$ cat src/rtl/hazard_control_pkg.sv
// Shared pipeline definitions for the hazard/stall controller:
// register-address width, the hardwired zero register and the FSM state encoding.
package hazard_control_pkg;

    localparam int REG_ADDR_W = 5;

    // Register 0 is hardwired to zero, so it never creates a dependency.
    localparam logic [REG_ADDR_W-1:0] ZERO_REG = '0;

    typedef enum logic {
        RUN       = 1'b0,
        MULT_WAIT = 1'b1
    } state_e;

endpackage

$ cat src/rtl/hazard_detect.sv
// Purely combinational hazard detection: load-use and branch-operand
// dependencies of the ID instruction against the EX and MEM instructions.
module hazard_detect
    import hazard_control_pkg::*;
(
    input  logic [REG_ADDR_W-1:0] id_rs_i,
    input  logic [REG_ADDR_W-1:0] id_rt_i,
    input  logic                  id_uses_rt_i,
    input  logic                  id_branch_i,
    input  logic                  ex_mem_read_i,
    input  logic                  ex_reg_write_i,
    input  logic [REG_ADDR_W-1:0] ex_dest_i,
    input  logic                  mem_mem_read_i,
    input  logic [REG_ADDR_W-1:0] mem_dest_i,
    output logic                  load_use_o,
    output logic                  br_dep_o
);

    logic ex_match;
    logic mem_match;

    // A destination matches when it is a real register read by the ID instruction.
    always_comb begin
        ex_match  = (ex_dest_i != ZERO_REG) &&
                    ((ex_dest_i == id_rs_i) || (id_uses_rt_i && (ex_dest_i == id_rt_i)));
        mem_match = (mem_dest_i != ZERO_REG) &&
                    ((mem_dest_i == id_rs_i) || (id_uses_rt_i && (mem_dest_i == id_rt_i)));
    end

    // Branches resolve in ID, so they need any EX result and any MEM load result;
    // other instructions only wait on a load still in EX (forwarding covers the rest).
    always_comb begin
        load_use_o = ex_mem_read_i && ex_match;
        br_dep_o   = id_branch_i && ((ex_reg_write_i && ex_match) ||
                                     (mem_mem_read_i && mem_match));
    end

endmodule

$ cat src/rtl/hazard_control.sv
// Pipeline hazard and stall controller. Produces the PC write enable and the
// IF/ID / ID/EX controls, and holds the pipeline for a multi-cycle multiply.
// Optional feature: define HAZARD_STALL_COUNT_EN to add a saturating 16-bit
// count of cycles in which the PC was held (output stall_cycles).
module hazard_control
    import hazard_control_pkg::*;
#(
    parameter int MULT_LATENCY = 4,
    parameter int CNT_W        = 4
) (
    input  logic                  clock,
    input  logic                  reset,
    input  logic [REG_ADDR_W-1:0] id_rs,
    input  logic [REG_ADDR_W-1:0] id_rt,
    input  logic                  id_uses_rt,
    input  logic                  id_branch,
    input  logic                  id_mult,
    input  logic                  branch_taken,
    input  logic                  ex_mem_read,
    input  logic                  ex_reg_write,
    input  logic [REG_ADDR_W-1:0] ex_dest,
    input  logic                  mem_mem_read,
    input  logic [REG_ADDR_W-1:0] mem_dest,
    output logic                  PCWrite,
    output logic                  IFIDWrite,
    output logic                  if_id_flush,
    output logic                  id_ex_bubble,
    output logic                  mult_busy
`ifdef HAZARD_STALL_COUNT_EN
    ,
    output logic [15:0]           stall_cycles
`endif
);

    state_e           state_q, state_d;
    logic [CNT_W-1:0] mcnt_q, mcnt_d;
    logic             load_use, br_dep, stall, take;

    hazard_detect u_detect (
        .id_rs_i        (id_rs),
        .id_rt_i        (id_rt),
        .id_uses_rt_i   (id_uses_rt),
        .id_branch_i    (id_branch),
        .ex_mem_read_i  (ex_mem_read),
        .ex_reg_write_i (ex_reg_write),
        .ex_dest_i      (ex_dest),
        .mem_mem_read_i (mem_mem_read),
        .mem_dest_i     (mem_dest),
        .load_use_o     (load_use),
        .br_dep_o       (br_dep)
    );

    assign stall = load_use || br_dep;
    assign take  = id_branch && branch_taken;

    // Next state: a multiply issues only in a cycle that would otherwise run
    // normally; the counter then yields MULT_LATENCY-1 hold cycles.
    always_comb begin
        state_d = state_q;
        mcnt_d  = mcnt_q;
        case (state_q)
            RUN: begin
                if (!stall && !take && id_mult) begin
                    state_d = MULT_WAIT;
                    mcnt_d  = CNT_W'(MULT_LATENCY - 1);
                end
            end
            MULT_WAIT: begin
                if (mcnt_q == CNT_W'(1)) begin
                    state_d = RUN;
                    mcnt_d  = '0;
                end else begin
                    mcnt_d = mcnt_q - CNT_W'(1);
                end
            end
            default: begin
                state_d = RUN;
                mcnt_d  = '0;
            end
        endcase
    end

    // State and multiply counter; reset aborts any multiply wait at once.
    always_ff @(posedge clock or posedge reset) begin
        if (reset) begin
            state_q <= RUN;
            mcnt_q  <= '0;
        end else begin
            state_q <= state_d;
            mcnt_q  <= mcnt_d;
        end
    end

    // Mealy outputs in priority order so a stall acts in the cycle it appears.
    always_comb begin
        PCWrite      = 1'b1;
        IFIDWrite    = 1'b1;
        if_id_flush  = 1'b0;
        id_ex_bubble = 1'b0;
        mult_busy    = 1'b0;
        if (reset) begin
            PCWrite      = 1'b0;
            IFIDWrite    = 1'b0;
            if_id_flush  = 1'b1;
            id_ex_bubble = 1'b1;
        end else if (state_q == MULT_WAIT) begin
            PCWrite      = 1'b0;
            IFIDWrite    = 1'b0;
            id_ex_bubble = 1'b1;
            mult_busy    = 1'b1;
        end else if (stall) begin
            PCWrite      = 1'b0;
            IFIDWrite    = 1'b0;
            id_ex_bubble = 1'b1;
        end else if (take) begin
            if_id_flush  = 1'b1;
        end
    end

`ifdef HAZARD_STALL_COUNT_EN
    logic [15:0] stall_cnt_q;

    // Saturating count of cycles in which the PC was held.
    always_ff @(posedge clock or posedge reset) begin
        if (reset) begin
            stall_cnt_q <= '0;
        end else if (!PCWrite && (stall_cnt_q != 16'hFFFF)) begin
            stall_cnt_q <= stall_cnt_q + 16'd1;
        end
    end

    assign stall_cycles = stall_cnt_q;
`endif

endmodule

$ cat config.mk
export PLATFORM = sky130hd
export DESIGN_NAME = hazard_control
export DESIGN_NICKNAME = d
export VERILOG_FILES = /design/src/rtl/hazard_control_pkg.sv /design/src/rtl/hazard_detect.sv /design/src/rtl/hazard_control.sv
export SDC_FILE = /design/constraint.sdc
export NUM_CORES = 1
export LEC_CHECK = 0
export ABC_AREA = 1
export CAP_MARGIN = 10
export CORE_UTILIZATION = 35
export DETAILED_ROUTE_END_ITERATION = 8
export HOLD_SLACK_MARGIN = 0.15
export PLACE_DENSITY = 0.69
export SLEW_MARGIN = 20
export SYNTH_ARGS = -nofsm -noshare
export SYNTH_HDL_FRONTEND = slang
export SYNTH_SLANG_ARGS = --single-unit
$ cat constraint.sdc
create_clock -name clock -period 2.06 [get_ports clock]
set_input_delay 0.206 -clock clock [delete_from_list [all_inputs] [get_ports clock]]
set_output_delay 0.206 -clock clock [all_outputs]
set_load 0.01 [all_outputs]
---- Word-level counts from Yosys, hierarchy flattened ----
Index checks and enable logic that the tools add are counted.
storage, ports and cells
  bits in registers ....................... 5
  input port bits ......................... 29
operators by class
  add/sub/neg operators ................... 1
  bitwise gates (word level) .............. 1
  mux-type cells .......................... 18
  reduce and logical (&&, ||, !) cells .... 19
  equal/unequal tests ..................... 6
operators with widths
  kind                                                                number
  5-bit == test                                                       4
  1-bit two-way mux                                                   14
  1-bit logical AND                                                   11
  5-bit nonzero test                                                  2
  4-bit two-way mux                                                   2
  4-bit one-hot mux with 2 select lines                               1
  4-bit by 1-bit == test with 1-bit output, second input constant     1
  1-bit logical OR                                                    4
  4-bit by 1-bit subtractor with 4-bit output, second input constant  1
  1-bit logical NOT                                                   2
  2-bit != test, second input constant                                1
  1-bit one-hot mux with 2 select lines                               1
  1-bit NOT                                                           1

---- Longest topological paths before layout ----
Gate-level depths: netlist of the first run.
  word-level depth ........................ 13
  depth in mapped cells ................... 12

---- Hierarchy ----
Synthesis of the first run repeated with hierarchy kept, for this count alone.
second synthesis, totals
  cells, all modules ...................... 139
  area, all modules ....................... 730.7 µm²
modules (own cells, without submodules)
  module          area an instance (µm²)  times used  cells each  sequential area each (µm²)
  hazard_detect   400.4                   1           94          0.0
  hazard_control  330.3                   1           45          125.1

---- Worst setup path before layout of the first run ----
Ideal clock, no wire load.
  path kind ............................... in2out
  start point ............................. input port id_rt[0]
  end point ............................... output port PCWrite
  data required time ...................... 1.854 ns
  arrival time ............................ 1.099 ns
  buffers on the path ..................... 1
  stages on the path ...................... 12
  setup slack ............................. 0.755 ns
  cells stage by stage .................... inv_1 > nand2_1 > nand2_1 > nor2_2 > nand3_1 > nand2_1 > nand2_2 > nand2_1 > nor2_2 > nand2_2 > inv_1 > buf_4
between the ends
  longest elaborated chain between the ends .. 11
  elaborated cells between the ends (all ways) .. 17
  classes of those cells .................. 2 x eq/ne; 3 x mux; 12 x reduce/logical
RTL lines
  item                                  RTL line                                  source
  start, declared                       hazard_control.sv:14                      input logic [REG_ADDR_W-1:0] id_rt,
  5-bit == test (on tied branches)      hazard_detect.sv:25, hazard_detect.sv:27
  1-bit logical AND (on tied branches)  hazard_detect.sv:25, hazard_detect.sv:27
  1-bit logical OR (on tied branches)   hazard_detect.sv:25, hazard_detect.sv:27
  1-bit logical AND (on tied branches)  hazard_detect.sv:24, hazard_detect.sv:26
  1-bit logical AND (on tied branches)  hazard_detect.sv:34, hazard_detect.sv:35
  1-bit logical OR                      hazard_detect.sv:34                       br_dep_o = id_branch_i && ((ex_reg_write_i && ex_match) ||
  1-bit logical AND                     hazard_detect.sv:34
  1-bit logical OR *                    hazard_control.sv:53                      assign stall = load_use || br_dep;
  1-bit two-way mux * (3 in series)     -
  end, declared                         hazard_control.sv:24                      output logic PCWrite,
Every way passes the cells marked *; elsewhere a longest branch is shown, timed or not.

---- Worst setup path in the final report of the first run ----
  start point ............................. input port ex_dest[1]
  end point ............................... output port IFIDWrite
between the ends
  longest elaborated chain between the ends .. 11
  elaborated cells between the ends (all ways) .. 14
  classes of those cells .................. 2 x eq/ne; 3 x mux; 9 x reduce/logical
RTL lines
  item                 RTL line               source
  start, declared      hazard_control.sv:21   input logic [REG_ADDR_W-1:0] ex_dest,
  5-bit == test        hazard_detect.sv:25    ((ex_dest_i == id_rs_i) || (id_uses_rt_i && (ex_dest_i == id_rt_i)));
  1-bit logical AND    hazard_detect.sv:25
  1-bit logical OR     hazard_detect.sv:25
  1-bit logical AND *  hazard_detect.sv:24    ex_match = (ex_dest_i != ZERO_REG) &&
  1-bit logical AND    hazard_detect.sv:34
  1-bit logical OR     hazard_detect.sv:34
  1-bit logical AND    hazard_detect.sv:34
  1-bit logical OR *   hazard_control.sv:53
  1-bit two-way mux *  hazard_control.sv:111  end else if (stall) begin
  1-bit two-way mux *  hazard_control.sv:106  end else if (state_q == MULT_WAIT) begin
  1-bit two-way mux *  hazard_control.sv:101  if (reset) begin
  end, declared        hazard_control.sv:25   output logic IFIDWrite,
Marked as above.

==> flow_summary.yaml, run 1 <==
run_status:
  status: "complete, no violations"
placed_design:
  dpl_worst_slack_ns: -0.1314
  io_buffers: 33
  gp_congestion: 0.8218
  numPlacedInstances: 210
  placed_cell_area_sq_mm: 0.001140
  dpl.hpwl_um: 1680
timing:
  fin_crit_ns: 1.937
  max_freq_mhz: 516.1
  hold_viol: 0
  drv_slew: 0
  fin_skew_ns: 0.003125
  rsz0062_at_grt: "no"
  holdWs_ns: 0.2429
  finalCritPeriodShare: 0.9405
  fin_ws_ns: 0.1226
  relSlewSlack: 0.8229
  worst_pin_slew_ns: 0.2653
  finalSetupTns_ns: 0
  setup_viol: 0
synthesis:
  synth_nets: 179
  syn_area_per_cell_sq_um: 5.140
  yosys_warnings: 0
  synth-xor-area-share: 0.04605
  synth_cells: 148
  synth_simple_gate_area_frac: 0.5641
  synth_top_cell_area_share: 0.3306
  ys_ff_latch: 5
  synth_compound_gate_area_share: 0.02961
  synth_cell_type_count: 17
  synth_top_family_by_area: "simple AND/OR/NAND/NOR gates"
  synth_mux_area_frac: 0
  synthAdderAreaFrac: 0.03289
  synthTopCellsByArea: "nand2_1 (33%), dfrtp_1 (16%), inv_1 (12%)"
  synth_area_sq_um: 760.7
  synth_top_area_cell: "nand2_1"
  synth-seq-area-share: 0.1645
floorplan:
  ios: 34
  start_util: 0.3800
  coreArea_sq_mm: 0.002002
  rows: 16
  dieArea_sq_mm: 0.002364
  die_h_um: 48.62
  die_w_um: 48.62
power_and_ir_drop:
  p_sw_uw: 293.7
  internal_power_uw: 405.0
  pwr-share-seq: 0.260
  netSwitchingFraction: 0.4203
  power_density_mw_per_mm2: 598.5
  peakVddDrop_mv: 0.6034
  clockPowerShare: 0.160
  p_comb_frac: 0.579
  p_leak_uw: 0.0006976
drt:
  met3WireLength_um: 89
  drt_iter0_drc: 16
  topRoutingLayerUsed: "met3"
  routed_wl_um: 1966
  first_pass_iters: 4
  antenna_left: 0
  met2WireLength_um: 967
  wl_per_cell_um: 9.187
  via_per_inst: 4.229
  wl_met1_um: 909
  via_count: 905
  drc: 0
clock_network:
  root_buffer: "clkbuf_4"
  clkSlewWorstSetupHoldPaths_ns: 0.04
  worstSkewPairLatency_ns: 0.24
  cts_buffers: 3
  cts_setup_buffers: 0
  cts_tree: "done"
  cts.sinks: 5
  cts_resized: 4
  h-tree-depth: 1
  cts_buffer_depth: 2
  holdBufCountCts: 0
grt:
  grt_pass1_vias: 839
  grt.overflow.total: 0
  grt_pass1_wl_um: 3180
  grt_max_degree: 8
  grt_use_total: 0.1703
  grt_antenna_before_repair: 0
worst_setup_path:
  cp.arrival_ns: 1.73
  crit_start: "ex_dest[1]"
  cp_max_fo: 3
  worstRegToRegCells: 7
  r2r-start: "mcnt_q[1]"
  worstPathRequired_ns: 1.85
  end_kind: "primary output"
  critical_path_class: "input pin to primary output"
  startpoint_type: "input pin"
finish:
  area.growth.synth_to_final_pct: 53.45
  final_cell_area_sq_mm: 0.001167
  drive_gt1_frac: 0.1230
  final_cell_count_no_fill: 214
  n_fill_cell: 208
  final_common_cell: "nand2_1"
  final_cell_mix: "nand2_1 (67), clkdlybuf4s50_1 (28), inv_1 (24)"
  diodes: 0
  fin_nets: 219
flow_run:
  cap_violations: 0
min_path:
  hold_class: "input pin to asynchronous set/reset pin"
## power groups by stage
stage | clock (uW) | combinational, uW | sequential (uW)
floorplan | 0 | 270 | 174
global route | 123 | 467 | 187
detailed placement | 0 | 420 | 183
finish | 112 | 405 | 182
global placement | 0 | 413 | 181
CTS | 117 | 409 | 181
## flip-flops by register name, indices dropped and copies added, names as in the netlist
register / count
mcnt_q: 4
state_q: 1
## worst paths after layout
kind	to	slack (ns)
worst max-delay path	IFIDWrite	0.12
worst min register to register	mcnt_q[1]	0.50
min in group clock	mcnt_q[1]	0.50
worst min-delay path	state_q	0.24
worst max register to register	mcnt_q[2]	1.04
max in group asynchronous	mcnt_q[1]	1.61
## layout make-up
class	instances	area, sq um	area share
clock buffers	4	26.28	0.02251
flip-flops and latches	5	125.1	0.1072
repair buffers	36	351.6	0.3012
inverters	31	116.4	0.09968
multi-input cells	111	514.2	0.4405
well taps	27	33.78	0.02894
## layer usage
metal,global-route usage,up-vias
met2,0.3056,23
met1,0.2100,372
met5,0,-
met3,0.02516,0
li1,-,510
met4,0.04412,0
## synth_stat cells
cell type  number
xnor2_1         2
o21ai_1         2
nand2_2         5
a21oi_1         1
inv_1          24
nor2_1         13
inv_2           7
dfrtp_1         5
ha_1            2
nand3_1        11
o21bai_1        1
nand3_4         1
nor2_2          3
nand2_1        67
xor2_1          2
nand4_1         1
buf_4           1
## worst max-delay path, cell delays in order
cell and delay (ns):
clkdlybuf4s50_1 0.53, inv_2 0.06, nand2_1 0.05, nand2_1 0.06, nor2_1 0.12, nand3_1 0.08
nand2_1 0.08, nand2_2 0.05, nand2_1 0.07, nor2_2 0.05, nand2_2 0.06, inv_1 0.04
dlygate4sd2_1 0.27
## through the flow
stage	total power, uW	utilization
finish	698.6	0.5831
global route	776.1	0.5831
CTS	707.3	0.5800
detailed placement	603.2	0.5694
global placement	594.2	0.5694
floorplan	443.7	-
## cells by family after synthesis
group                      count (synthesis)
DFF                                        5
AOI/OAI and AO/OA                          4
xor gates and xnor gates                   4
adders and majority gates                  2
buffers and inverters                     32
and+or+nand+nor                          101
Note: power is estimated with default switching activity, not from simulation.
==> run 2: changes to the inputs <==
Settings changed: SLEW_MARGIN 20 to 10.
==> results of run 2 <==
No change in the layout: final DEF, timing and power equal those of run 1.
==> run 3: changes to the inputs <==
--- a/config.mk
+++ b/config.mk
@@ -8,4 +8,5 @@
 export ABC_AREA = 1
 export CAP_MARGIN = 10
+export CORE_ASPECT_RATIO = 0.9
 export CORE_UTILIZATION = 35
 export DETAILED_ROUTE_END_ITERATION = 8
==> constraint.sdc (replaced) <==
create_clock -name clock -period 2.06 [get_ports clock]
set_input_delay 0.412 -clock clock [delete_from_list [all_inputs] [get_ports clock]]
set_output_delay 0.412 -clock clock [all_outputs]
set_load 0.01 [all_outputs]
==> flow_summary.yaml, run 3 (synthesized netlist as in run 1, its figures left out) <==
worst_setup_path:
  startpoint_type: "input pin"
  cp.arrival_ns: 1.53
  worstPathRequired_ns: 1.65
  critical_path_class: "input pin to primary output"
  end_kind: "primary output"
  cp_max_fo: 3
finish:
  top_regs: "mcnt_q (4), state_q (1)"
  final_common_cell: "nand2_1"
  n_fill_cell: 236
  area.growth.synth_to_final_pct: 50.66
  fin_nets: 221
  top_register: "mcnt_q"
  final_util: 0.5761
  multiInputGateArea_sq_um: 520.5
  final_cell_area_sq_mm: 0.001146
  final_cell_mix: "nand2_1 (67), inv_1 (22), dlygate4sd2_1 (13)"
  drive_gt1_frac: 0.1852
  seqCellArea_sq_um: 125.1
  diodes: 0
  largest_reg_flops: 4
drt:
  met3WireLength_um: 143
  drt_iter0_drc: 28
  via_per_inst: 4.444
  routed_wl_um: 2056
  wl_met1_um: 1019
  drc: 0
  wl_per_cell_um: 9.607
  via_count: 951
  topRoutingLayerUsed: "met3"
  antenna_left: 0
  met2WireLength_um: 892
  first_pass_iters: 4
grt:
  grt_antenna_before_repair: 0
  grt_pass1_wl_um: 3270
  grt_use_total: 0.1850
  grt_max_degree: 7
  grt.overflow.total: 0
  grt_pass1_vias: 801
power_and_ir_drop:
  internal_power_uw: 387.9
  pwr-share-seq: 0.269
  power.total_uw: 696.1
  p_sw_uw: 308.2
  p_leak_uw: 0.0007313
  peakVddDrop_mv: 0.6174
  clockPowerShare: 0.161
  p_comb_frac: 0.570
  power_density_mw_per_mm2: 607.3
  netSwitchingFraction: 0.4427
placed_design:
  placed_cell_area_sq_mm: 0.001152
  gp_congestion: 0.8185
  io_buffers: 33
  dpl.hpwl_um: 1751
timing:
  holdWs_ns: 0.5114
  hold_viol: 0
  relSlewSlack: 0.8553
  drv_slew: 0
  finalCritPeriodShare: 0.9432
  fin_crit_ns: 1.943
  worst_pin_slew_ns: 0.2171
  fin_skew_ns: 0.002037
  rsz0062_at_grt: "no"
  max_freq_mhz: 514.7
  setup_viol: 0
min_path:
  hold_class: "register to register"
floorplan:
  dieArea_sq_mm: 0.002364
  die_w_um: 51.14
  start_util: 0.3824
  rows: 15
  die_h_um: 46.23
  ios: 34
  coreArea_sq_mm: 0.001989
clock_network:
  cts_setup_buffers: 0
  h-tree-depth: 1
  clkSlewWorstSetupHoldPaths_ns: 0.04
  worstSkewPairLatency_ns: 0.24
  cts_buffers: 3
  root_buffer: "clkbuf_4"
  holdBufCountCts: 0
  cts_tree: "done"
  cts.sinks: 5
  cts_buffer_depth: 2
flow_run:
  cap_violations: 0
run_status:
  status: "complete, no violations"
-- run 3: cell types whose count changed in the layout (fill, tap and decap cells not counted), moves of 4 or more --
cell,before,now
buf_2,0,4
clkdlybuf4s15_1,1,7
clkdlybuf4s50_1,28,5
dlygate4sd2_1,3,13
-- run 3: cell type report --
class                   instances  share of cell area
flip-flops and latches          5              0.1092
well taps                      25             0.02729
repair buffers                 38              0.2849
inverters                      31              0.1015
clock buffers                   4             0.02293
multi-input cells             111              0.4541
-- run 3: routing by layer --
| metal | GRT usage | up-vias |
|---|---|---|
| met5 | 0 | - |
| met4 | 0 | 0 |
| met3 | 0.04290 | 0 |
| met2 | 0.3026 | 26 |
| met1 | 0.2622 | 410 |
| li1 | - | 515 |
-- run 3: timing repair --
item                       in CTS  in global routing
pin swaps                       6                  6
hold endpoints to repair        0                  0
setup endpoints to repair       4                  4
resized for setup              41                 15
-- run 3: worst paths after layout --
check | from | end | slack (ns) | cells after the start
worst max-delay path | ex_dest[2] | IFIDWrite | 0.12 | 13
worst min-delay path | mcnt_q[1] | mcnt_q[1] | 0.51 | 2
worst max register to register | mcnt_q[1] | mcnt_q[3] | 1.00 | 7
worst min register to register | mcnt_q[1] | mcnt_q[1] | 0.51 | 2
max in group asynchronous | reset | mcnt_q[2] | 1.38 | 3
min in group asynchronous | reset | state_q | 0.56 | 3
-- run 3: power by group through the flow --
stage	logic (uW)	clock network, uW	registers, uW
floorplan	270	0	174
global placement	415	0	185
detailed placement	427	0	187
CTS	395	118	186
global route	445	125	193
finish	397	112	187
-- run 3: metrics by stage --
step	TNS (ns)	cells	worst slack (ns)
2_1_floorplan	0	148	0.3433
3_3_place_gp	-2.198	210	-0.5602
3_5_place_dp	-2.331	210	-0.5972
4_1_cts	0	214	0.01665
5_1_grt	0	214	0.002291
6_report	0	214	0.1170
-- run 3: critical path, cell delays in order --
cell           delay (ns)
dlygate4sd2_1        0.25
inv_1                0.08
nand2_1              0.06
nand2_1              0.05
nor2_1               0.12
nand3_1              0.08
nand2_1              0.09
nand2_2              0.05
nand2_1              0.07
nor2_2               0.04
nand2_2              0.06
inv_1                0.04
buf_2                0.13
